**src/rtl/alarm_clock_controller_if.sv**
```systemverilog
// Alarm clock controller bundle: buttons, tick and counter values in; counter controls and status out.
// Latency: none (wires only).
// Backpressure: none; every strobe is a single-cycle pulse.
//   master: button/tick logic plus counter bank side (drives pulses and counts, reads controls)
//   slave : alarm_clock_controller (reads pulses and counts, drives controls, mode, alm_on and ring)
interface alarm_clock_controller_if;
  logic       tick;
  logic       btn_mode;
  logic       btn_up;
  logic       btn_down;
  logic       btn_center;
  logic [5:0] sec_count;
  logic [5:0] min_count;
  logic [4:0] hr_count;
  logic [5:0] alm_min_count;
  logic [4:0] alm_hr_count;
  logic       sec_en;
  logic       min_en;
  logic       hr_en;
  logic       sec_ld;
  logic       alm_min_en;
  logic       alm_hr_en;
  logic       up_down;
  logic [2:0] mode;
  logic       alm_on;
  logic       ring;

  modport master (
    output tick, btn_mode, btn_up, btn_down, btn_center,
    output sec_count, min_count, hr_count, alm_min_count, alm_hr_count,
    input  sec_en, min_en, hr_en, sec_ld, alm_min_en, alm_hr_en, up_down,
    input  mode, alm_on, ring
  );

  modport slave (
    input  tick, btn_mode, btn_up, btn_down, btn_center,
    input  sec_count, min_count, hr_count, alm_min_count, alm_hr_count,
    output sec_en, min_en, hr_en, sec_ld, alm_min_en, alm_hr_en, up_down,
    output mode, alm_on, ring
  );
endinterface

```
**src/rtl/alarm_clock_controller.sv**
```systemverilog
// Alarm clock sequencer: mode FSM, tick carry cascade, field edits and alarm ring timing.
// Latency: every output is registered; pulses appear one cycle after the causing input.
// Backpressure: none; inputs are single-cycle pulses and are acted on (or dropped) immediately.
//   Ports: clk, rst (sync, active-low), bus (slave side of alarm_clock_controller_if).
module alarm_clock_controller #(
  parameter int SEC_MOD   = 60,
  parameter int MIN_MOD   = 60,
  parameter int HR_MOD    = 24,
  parameter int RING_SECS = 60
) (
  input  logic                      clk,
  input  logic                      rst,
  alarm_clock_controller_if.slave   bus
);

  localparam logic [2:0] M_RUN     = 3'd0;
  localparam logic [2:0] M_SET_HR  = 3'd1;
  localparam logic [2:0] M_SET_MIN = 3'd2;
  localparam logic [2:0] M_ALM_HR  = 3'd3;
  localparam logic [2:0] M_ALM_MIN = 3'd4;

  localparam logic [5:0] SEC_LAST  = 6'(SEC_MOD - 1);
  localparam logic [5:0] MIN_LAST  = 6'(MIN_MOD - 1);
  localparam logic [6:0] RING_LAST = 7'(RING_SECS);

  logic [2:0] mode_q, mode_d;
  logic       sec_en_q, sec_en_d;
  logic       min_en_q, min_en_d;
  logic       hr_en_q, hr_en_d;
  logic       sec_ld_q, sec_ld_d;
  logic       alm_min_en_q, alm_min_en_d;
  logic       alm_hr_en_q, alm_hr_en_d;
  logic       up_down_q, up_down_d;
  logic       alm_on_q, alm_on_d;
  logic       ring_q, ring_d;
  logic [5:0] ring_cnt_q, ring_cnt_d;
  logic       armed_q, armed_d;

  logic any_btn;
  logic mode_adv;
  logic edit;
  logic match;

  // While ringing, any button only silences; nothing else reacts to it.
  assign any_btn  = bus.btn_mode | bus.btn_up | bus.btn_down | bus.btn_center;
  assign mode_adv = bus.btn_mode & ~ring_q;
  // A mode press beats a simultaneous field press; up+down together cancel.
  assign edit     = ~ring_q & ~bus.btn_mode & (bus.btn_up ^ bus.btn_down);

  assign match = (mode_q == M_RUN) && alm_on_q
              && (bus.hr_count == bus.alm_hr_count)
              && (bus.min_count == bus.alm_min_count)
              && (bus.sec_count == 6'd0);

  // State register
  always_ff @(posedge clk) begin
    if (!rst) begin
      mode_q       <= M_RUN;
      sec_en_q     <= 1'b0;
      min_en_q     <= 1'b0;
      hr_en_q      <= 1'b0;
      sec_ld_q     <= 1'b0;
      alm_min_en_q <= 1'b0;
      alm_hr_en_q  <= 1'b0;
      up_down_q    <= 1'b0;
      alm_on_q     <= 1'b0;
      ring_q       <= 1'b0;
      ring_cnt_q   <= 6'd0;
      armed_q      <= 1'b1;
    end else begin
      mode_q       <= mode_d;
      sec_en_q     <= sec_en_d;
      min_en_q     <= min_en_d;
      hr_en_q      <= hr_en_d;
      sec_ld_q     <= sec_ld_d;
      alm_min_en_q <= alm_min_en_d;
      alm_hr_en_q  <= alm_hr_en_d;
      up_down_q    <= up_down_d;
      alm_on_q     <= alm_on_d;
      ring_q       <= ring_d;
      ring_cnt_q   <= ring_cnt_d;
      armed_q      <= armed_d;
    end
  end

  // Next-state: strict cycle through the five modes
  always_comb begin
    mode_d = mode_q;
    if (mode_adv) begin
      case (mode_q)
        M_RUN:     mode_d = M_SET_HR;
        M_SET_HR:  mode_d = M_SET_MIN;
        M_SET_MIN: mode_d = M_ALM_HR;
        M_ALM_HR:  mode_d = M_ALM_MIN;
        default:   mode_d = M_RUN;
      endcase
    end
  end

  // Outputs: counter strobes, alarm enable and ring timer
  always_comb begin
    sec_en_d     = 1'b0;
    min_en_d     = 1'b0;
    hr_en_d      = 1'b0;
    sec_ld_d     = 1'b0;
    alm_min_en_d = 1'b0;
    alm_hr_en_d  = 1'b0;
    up_down_d    = 1'b0;
    alm_on_d     = alm_on_q;
    ring_d       = ring_q;
    ring_cnt_d   = ring_cnt_q;
    armed_d      = armed_q;

    case (mode_q)
      M_RUN: begin
        // Carries use the counts seen in the tick cycle, all strobes together.
        if (bus.tick) begin
          sec_en_d = 1'b1;
          if (bus.sec_count == SEC_LAST) begin
            min_en_d = 1'b1;
            if (bus.min_count == MIN_LAST) hr_en_d = 1'b1;
          end
        end
        if (bus.btn_center && !ring_q) alm_on_d = ~alm_on_q;
      end
      M_SET_HR: begin
        hr_en_d   = edit;
        up_down_d = edit & bus.btn_down;
      end
      M_SET_MIN: begin
        min_en_d  = edit;
        up_down_d = edit & bus.btn_down;
        // Leaving minute edit zeroes the seconds via a load.
        if (mode_adv) begin
          sec_en_d = 1'b1;
          sec_ld_d = 1'b1;
        end
      end
      M_ALM_HR: begin
        alm_hr_en_d = edit;
        up_down_d   = edit & bus.btn_down;
      end
      M_ALM_MIN: begin
        alm_min_en_d = edit;
        up_down_d    = edit & bus.btn_down;
      end
      default: ;
    endcase

    if (ring_q) begin
      if (any_btn) begin
        ring_d = 1'b0;
      end else if (bus.tick) begin
        ring_cnt_d = ring_cnt_q + 6'd1;
        if (({1'b0, ring_cnt_q} + 7'd1) == RING_LAST) ring_d = 1'b0;
      end
    end else if (match && armed_q) begin
      ring_d     = 1'b1;
      armed_d    = 1'b0;
      ring_cnt_d = 6'd0;
    end

    // Re-arm only once the match condition has gone away, so a silence
    // inside the matching second cannot immediately re-trigger.
    if (!match) armed_d = 1'b1;
    if (!alm_on_d) ring_d = 1'b0;
  end

  assign bus.sec_en     = sec_en_q;
  assign bus.min_en     = min_en_q;
  assign bus.hr_en      = hr_en_q;
  assign bus.sec_ld     = sec_ld_q;
  assign bus.alm_min_en = alm_min_en_q;
  assign bus.alm_hr_en  = alm_hr_en_q;
  assign bus.up_down    = up_down_q;
  assign bus.mode       = mode_q;
  assign bus.alm_on     = alm_on_q;
  assign bus.ring       = ring_q;

endmodule

```
**src/flat_wrapper.sv**
```systemverilog
// flat-port wrapper written by rule: the top's interface ports become plain ports
module alarm_clock_controller_flat 
#(
  parameter int SEC_MOD   = 60,
  parameter int MIN_MOD   = 60,
  parameter int HR_MOD    = 24,
  parameter int RING_SECS = 60
)
  (clk, rst, bus_tick, bus_btn_mode, bus_btn_up, bus_btn_down, bus_btn_center, bus_sec_count, bus_min_count, bus_hr_count, bus_alm_min_count, bus_alm_hr_count, bus_sec_en, bus_min_en, bus_hr_en, bus_sec_ld, bus_alm_min_en, bus_alm_hr_en, bus_up_down, bus_mode, bus_alm_on, bus_ring);
  alarm_clock_controller_if bus_i ();
  input  logic clk;
  input  logic rst;
  input wire logic [$bits(bus_i.tick)-1:0] bus_tick;
  input wire logic [$bits(bus_i.btn_mode)-1:0] bus_btn_mode;
  input wire logic [$bits(bus_i.btn_up)-1:0] bus_btn_up;
  input wire logic [$bits(bus_i.btn_down)-1:0] bus_btn_down;
  input wire logic [$bits(bus_i.btn_center)-1:0] bus_btn_center;
  input wire logic [$bits(bus_i.sec_count)-1:0] bus_sec_count;
  input wire logic [$bits(bus_i.min_count)-1:0] bus_min_count;
  input wire logic [$bits(bus_i.hr_count)-1:0] bus_hr_count;
  input wire logic [$bits(bus_i.alm_min_count)-1:0] bus_alm_min_count;
  input wire logic [$bits(bus_i.alm_hr_count)-1:0] bus_alm_hr_count;
  output wire logic [$bits(bus_i.sec_en)-1:0] bus_sec_en;
  output wire logic [$bits(bus_i.min_en)-1:0] bus_min_en;
  output wire logic [$bits(bus_i.hr_en)-1:0] bus_hr_en;
  output wire logic [$bits(bus_i.sec_ld)-1:0] bus_sec_ld;
  output wire logic [$bits(bus_i.alm_min_en)-1:0] bus_alm_min_en;
  output wire logic [$bits(bus_i.alm_hr_en)-1:0] bus_alm_hr_en;
  output wire logic [$bits(bus_i.up_down)-1:0] bus_up_down;
  output wire logic [$bits(bus_i.mode)-1:0] bus_mode;
  output wire logic [$bits(bus_i.alm_on)-1:0] bus_alm_on;
  output wire logic [$bits(bus_i.ring)-1:0] bus_ring;
  assign bus_i.tick = bus_tick;
  assign bus_i.btn_mode = bus_btn_mode;
  assign bus_i.btn_up = bus_btn_up;
  assign bus_i.btn_down = bus_btn_down;
  assign bus_i.btn_center = bus_btn_center;
  assign bus_i.sec_count = bus_sec_count;
  assign bus_i.min_count = bus_min_count;
  assign bus_i.hr_count = bus_hr_count;
  assign bus_i.alm_min_count = bus_alm_min_count;
  assign bus_i.alm_hr_count = bus_alm_hr_count;
  assign bus_sec_en = bus_i.sec_en;
  assign bus_min_en = bus_i.min_en;
  assign bus_hr_en = bus_i.hr_en;
  assign bus_sec_ld = bus_i.sec_ld;
  assign bus_alm_min_en = bus_i.alm_min_en;
  assign bus_alm_hr_en = bus_i.alm_hr_en;
  assign bus_up_down = bus_i.up_down;
  assign bus_mode = bus_i.mode;
  assign bus_alm_on = bus_i.alm_on;
  assign bus_ring = bus_i.ring;
  alarm_clock_controller #(.SEC_MOD(SEC_MOD), .MIN_MOD(MIN_MOD), .HR_MOD(HR_MOD), .RING_SECS(RING_SECS)) u_core (.clk(clk), .rst(rst), .bus(bus_i));
endmodule
```
**config.mk**
```make
export PLATFORM = sky130hd
export DESIGN_NAME = alarm_clock_controller_flat
export DESIGN_NICKNAME = d
export VERILOG_FILES = /design/src/rtl/alarm_clock_controller_if.sv /design/src/rtl/alarm_clock_controller.sv /design/src/flat_wrapper.sv
export SDC_FILE = /design/constraint.sdc
export NUM_CORES = 1
export LEC_CHECK = 0
export ABC_AREA = 1
export CAP_MARGIN = 10
export CORE_MARGIN = 3
export CORE_UTILIZATION = 54
export CTS_CLUSTER_DIAMETER = 60
export DETAILED_ROUTE_END_ITERATION = 8
export DONT_BUFFER_PORTS = 1
export PLACE_DENSITY = 0.69
export SLEW_MARGIN = 25
export SYNTH_ARGS = -nofsm -noshare
export SYNTH_HDL_FRONTEND = slang
export SYNTH_SLANG_ARGS = --single-unit
```
**constraint.sdc**
```tcl
create_clock -name clk -period 1.6 [get_ports clk]
set_input_delay 0.08 -clock clk [delete_from_list [all_inputs] [get_ports clk]]
set_output_delay 0.08 -clock clk [all_outputs]
set_load 0.05 [all_outputs]
```
; ---- Word level (Yosys, flattened, before mapping)
; Cells that the tools add are included.
[word_totals]
register_bits = 19
in_bits = 35
out_inout_bits = 12
word_cells = 77
[classes]
addsub = 2
n_eq_ne = 11
n_mux = 22
bitwise_logic = 11
n_reduce_logical = 19
[op_table]
columns = op, n
row1 = 2-to-1 mux 6 bit, 4
row2 = 2-to-1 mux 1 bit, 14
row3 = AND reduction 2 bit, 7
row4 = equality test 6 bit (second input constant), 2
row5 = case mux 3 bit (4 select lines), 1
row6 = adder 6 x 1 -> 7 bit (second input constant), 1
row7 = equality test 7 x 6 -> 1 bit (second input constant), 1
row8 = adder 6 x 1 -> 6 bit (second input constant), 1
row9 = equality test 3 x 2 -> 1 bit (second input constant), 2
row10 = equality test 6 bit, 1
row11 = logical AND 1 bit, 6
row12 = zero test 6 bit, 1
row13 = case mux 1 bit (2 select lines), 3
row14 = equality test 5 bit, 1
row15 = bitwise AND 1 bit, 4
row16 = inequality test 2 bit (second input constant), 2
row17 = OR reduction 4 bit, 1
row18 = equality test 3 x 1 -> 1 bit (second input constant), 1
row19 = equality test 3 bit (second input constant), 1
row20 = zero test 3 bit, 1
row21 = inverter 1 bit, 3
row22 = bitwise OR 1 bit, 3
row23 = AND reduction 3 bit, 1
row24 = nonzero test 2 bit, 1
row25 = other kinds (2), 2

; ---- Logic depth before layout (Yosys ltp)
[logic_depth]
ltp_word = 8
depth_mapped = 11

; ---- Least setup slack after synthesis
; No wires, ideal clock.
[synth_timing]
path_type = register to register
start = reg u_core.mode_q[1] (netlist: u_core.bus.mode[1])
end = reg u_core.ring_cnt_q[1]
setup_time_ps = 70
arrival_ps = 1543
setup_slack_ps = -14
path_stages_with_launch = 11
n_path_buf = 0
synth_period_minus_slack_ps = 1614
path_cell_list = dfxtp_1 inv_1 nand2_4 nor2_1 nand2_1 nor2_2 nand3_2 nand2_4 nand2_2 nand2_1 a21oi_1
[synth_via]
elab_chain_cells = 8
[synth_lines]
columns = element, line
row1 = start: declaration, alarm_clock_controller.sv:26  ; logic [2:0] mode_q, mode_d;
row2 = start signal: assignment, alarm_clock_controller.sv:71  ; mode_q <= mode_d;
row3 = zero test 3 bit, alarm_clock_controller.sv:50  ; assign match = (mode_q == M_RUN) && alm_on_q
row4 = logical AND 1 bit, alarm_clock_controller.sv:50
row5 = logical AND 1 bit, alarm_clock_controller.sv:51  ; && (bus.hr_count == bus.alm_hr_count)
row6 = logical AND 1 bit, alarm_clock_controller.sv:52  ; && (bus.min_count == bus.alm_min_count)
row7 = logical AND 1 bit, alarm_clock_controller.sv:53  ; && (bus.sec_count == 6'd0);
row8 = logical AND 1 bit, alarm_clock_controller.sv:157  ; end else if (match && armed_q) begin
row9 = nonzero test 2 bit (no line), -
row10 = AND reduction 3 bit (no line), -
row11 = end signal: assignment, alarm_clock_controller.sv:81  ; ring_cnt_q <= ring_cnt_d;
row12 = end: declaration, alarm_clock_controller.sv:36  ; logic [5:0] ring_cnt_q, ring_cnt_d;
; No other way between the ends.
; A chain may end at the register's enable or synchronous reset.

; ---- Worst setup path in the final report
[layout_timing]
start = reg u_core.mode_q[2] (netlist: u_core.bus.mode[2])
end = reg u_core.ring_cnt_q[5]
; The elaborated chain is that of the path after synthesis.

==> results.yml <==
timing:
  fin_crit_sh_pct: 88.9
  slew_violations: 0
  setup_viol: 0
  slew_headroom_pct: 65.5
  rsz0062_at_grt: "false"
  final-hold-violation-count: 0
  fin_crit_ns: 1.42
  fin_skew_ns: 0.00296
  tns_ns: 0
  timing.fmax_mhz: 703
  worstMarginPinSlew_ns: 0.517
placement:
  dpl_cell_area_um2: 1280
  numPortBuffers: 0
  dp_hpwl_mm: 2.34
  gp_congestion: 0.843
clocking:
  clkLatencyLatePin_ns: 0.30
  root_buffer: "clkbuf_4"
  cts_resized: 0
  numCtsBuffers: 3
  clock_sinks: 19
  clk_pin_slew_ns: 0.10
  post_cts_buffers: 0
  cts_tree: "built"
  htree_levels: 1
  clockBufferDepth: 2
grt:
  grt_pass1_vias: 1196
  grtUsageMet1_pct: 27.0
  grtUsageMet3_pct: 7.32
  grt_max_degree: 12
  grt_usage_pct: 22.4
  gr-max-usage-layer: "met2"
  antenna_found_initial: 0
  grt_remaining_overflow: 0
  grtUsageMet2_pct: 37.6
  grt_pass1_wl_mm: 4.69
route:
  firstDrtPassIters: 4
  drt-total-wl_mm: 2.83
  via_per_inst: 5.28
  drt_iter0_drc: 32
  detail-route-antenna-nets: 0
  route.vias.total: 1247
  wire_per_inst_um: 12.0
  remaining_drc_errors: 0
floorplan:
  die_h_um: 53.5
  dieArea_um2: 2860
  start_util_pct: 59.7
  die_x_um: 53.5
  core_area_um2: 2040
  ios: 47
  rows: 16
setup_path:
  path_max_fanout: 6
  crit_type: "flop to flop"
  cp.required_ns: 1.78
  worstSetupEndpointType: "flop"
  crit_arrival_ns: 1.61
  startpoint_type: "flop"
synth:
  netlist_area_um2: 1220
  yosys-top-cells-area: "dfxtp_1 (31%), nand2_1 (16%), inv_1 (11%), nor2_1 (7.1%), nand3_1 (5.3%)"
  ys_seq_area_share_pct: 31.2
  yosysWarningCount: 0
  synth_top_area_share_pct: 31.2
  synth.distinct_cells: 26
  synth_cells: 196
  yosys.area.top_type: "dfxtp_1"
  syn_avg_cell_area_um2: 6.22
  ys_ff_latch: 19
  syn-num-nets: 233
layout:
  area_delta_synth_final_pct: 12.4
  nNetsFinal: 247
  layout_common_cells: "nand2_1 (53), inv_1 (36), nor2_1 (23), dfxtp_1 (18), nand3_1 (13)"
  final_common_cell: "nand2_1"
  fin_area_um2: 1370
  fillers: 195
  antennaDiodeCount: 0
  post_route_cells_drive_above_1_share_pct: 10.5
flow_run:
  cap_violations: 0
pwr:
  power.density_nw_per_um2: 693
  peakVddDrop_v: 0.000679
  p_leak_nw: 0.681
status:
  status: "finished clean"
min_path:
  hp-class: "input pin to flop"
metrics by stage:
stage | utilization (%) | setup WS (ns) | hold WS, ns | power, mW | instances
2_1_floorplan | - | 0.0412 | 0.201 | 0.668 | 196
3_3_place_gp | 62.8 | 0.249 | 0.205 | 0.703 | 226
3_5_place_dp | 62.8 | 0.191 | 0.211 | 0.708 | 226
4_1_cts | 67.1 | 0.180 | 0.0122 | 0.964 | 236
5_1_grt | 67.1 | 0.0409 | 0.0406 | 1.00 | 236
6_report | 67.1 | 0.177 | 0.0257 | 0.950 | 236
cell families after synthesis:
logic type / Yosys count / share of synthesized area (%)
and+or+nand+nor: 116 / 44.2
AOI/OAI and AO/OA: 16 / 7.08
xor gates and xnor gates: 5 / 3.59
adders and majority gates: 2 / 2.05
DFF: 19 / 31.2
buffers and inverters: 38 / 11.8
registers in the layout, indices dropped and copies added, names as in the netlist:
register,flops
u_core.bus.alm_min_en,1
u_core.bus.hr_en,1
u_core.bus.sec_en,1
u_core.bus.sec_ld,1
u_core.bus.up_down,1
u_core.bus.mode,3
u_core.armed_q,1
u_core.bus.alm_hr_en,1
u_core.ring_cnt_q,6
u_core.bus.ring,1
u_core.bus.alm_on,1
u_core.bus.min_en,1
Yosys cell counts, drive strengths merged:
library cell / instances
a21oi: 10
xor2: 2
or2: 3
nor2: 26
clkbuf: 1
o211ai: 1
buf: 1
nand3b: 1
ha: 2
nor3: 4
a31oi: 2
nor4: 4
nand3: 14
xnor2: 3
nand4: 7
o21ai: 2
nand2: 57
o22ai: 1
dfxtp: 19
inv: 36
report_power, final:
group          internal [mW]  switching (mW)
sequential             0.486          0.0239
combinational         0.0708           0.130
clock                 0.0932           0.146
final cells by class:
class / count / area, um2 / area share (%)
multi-input cells: 139 / 694 / 50.7
flip-flops and latches: 19 / 382 / 27.9
inverters: 36 / 135 / 9.86
repair buffers: 11 / 97.6 / 7.12
well taps: 27 / 33.8 / 2.47
clock buffers: 3 / 22.5 / 1.64
clock inverters: 1 / 5.00 / 0.365
critical path, cell delays in order (launching register included):
cell,delay (ns)
dfxtp_1,0.35
nor2_4,0.17
nand2_4,0.08
nor2_1,0.11
nand2_1,0.07
nor2_2,0.11
nand3_2,0.09
nand2_4,0.10
nand2_2,0.09
nand2_1,0.08
a21oi_1,0.05
path summary, 6_finish.rpt:
check                                    startpoint                                end  slack [ns]  cells past startpoint
hold / removal                      bus_hr_count[4]        u_core.armed_q$_SDFFE_PN1P_        0.03                      4
setup / recovery    u_core.bus.mode[2]$_SDFFE_PN0P_  u_core.ring_cnt_q[5]$_SDFFE_PN0P_        0.18                     10
hold reg to reg   u_core.ring_cnt_q[4]$_SDFFE_PN0P_  u_core.ring_cnt_q[4]$_SDFFE_PN0P_        0.49                      2
setup reg to reg    u_core.bus.mode[2]$_SDFFE_PN0P_  u_core.ring_cnt_q[5]$_SDFFE_PN0P_        0.18                     10
routing by layer:
layer	share of wire [%]	up-vias
met5	0	-
met4	1.9	0
li1	-	642
met1	44	549
met3	9.2	6
met2	45	50
what timing repair did:
action                                  CTS  global route
hold endpoints to repair                 10             0
endpoints found under the setup margin    0             0
hold buffers                              6             0
Power figures use the tool's default switching activity.
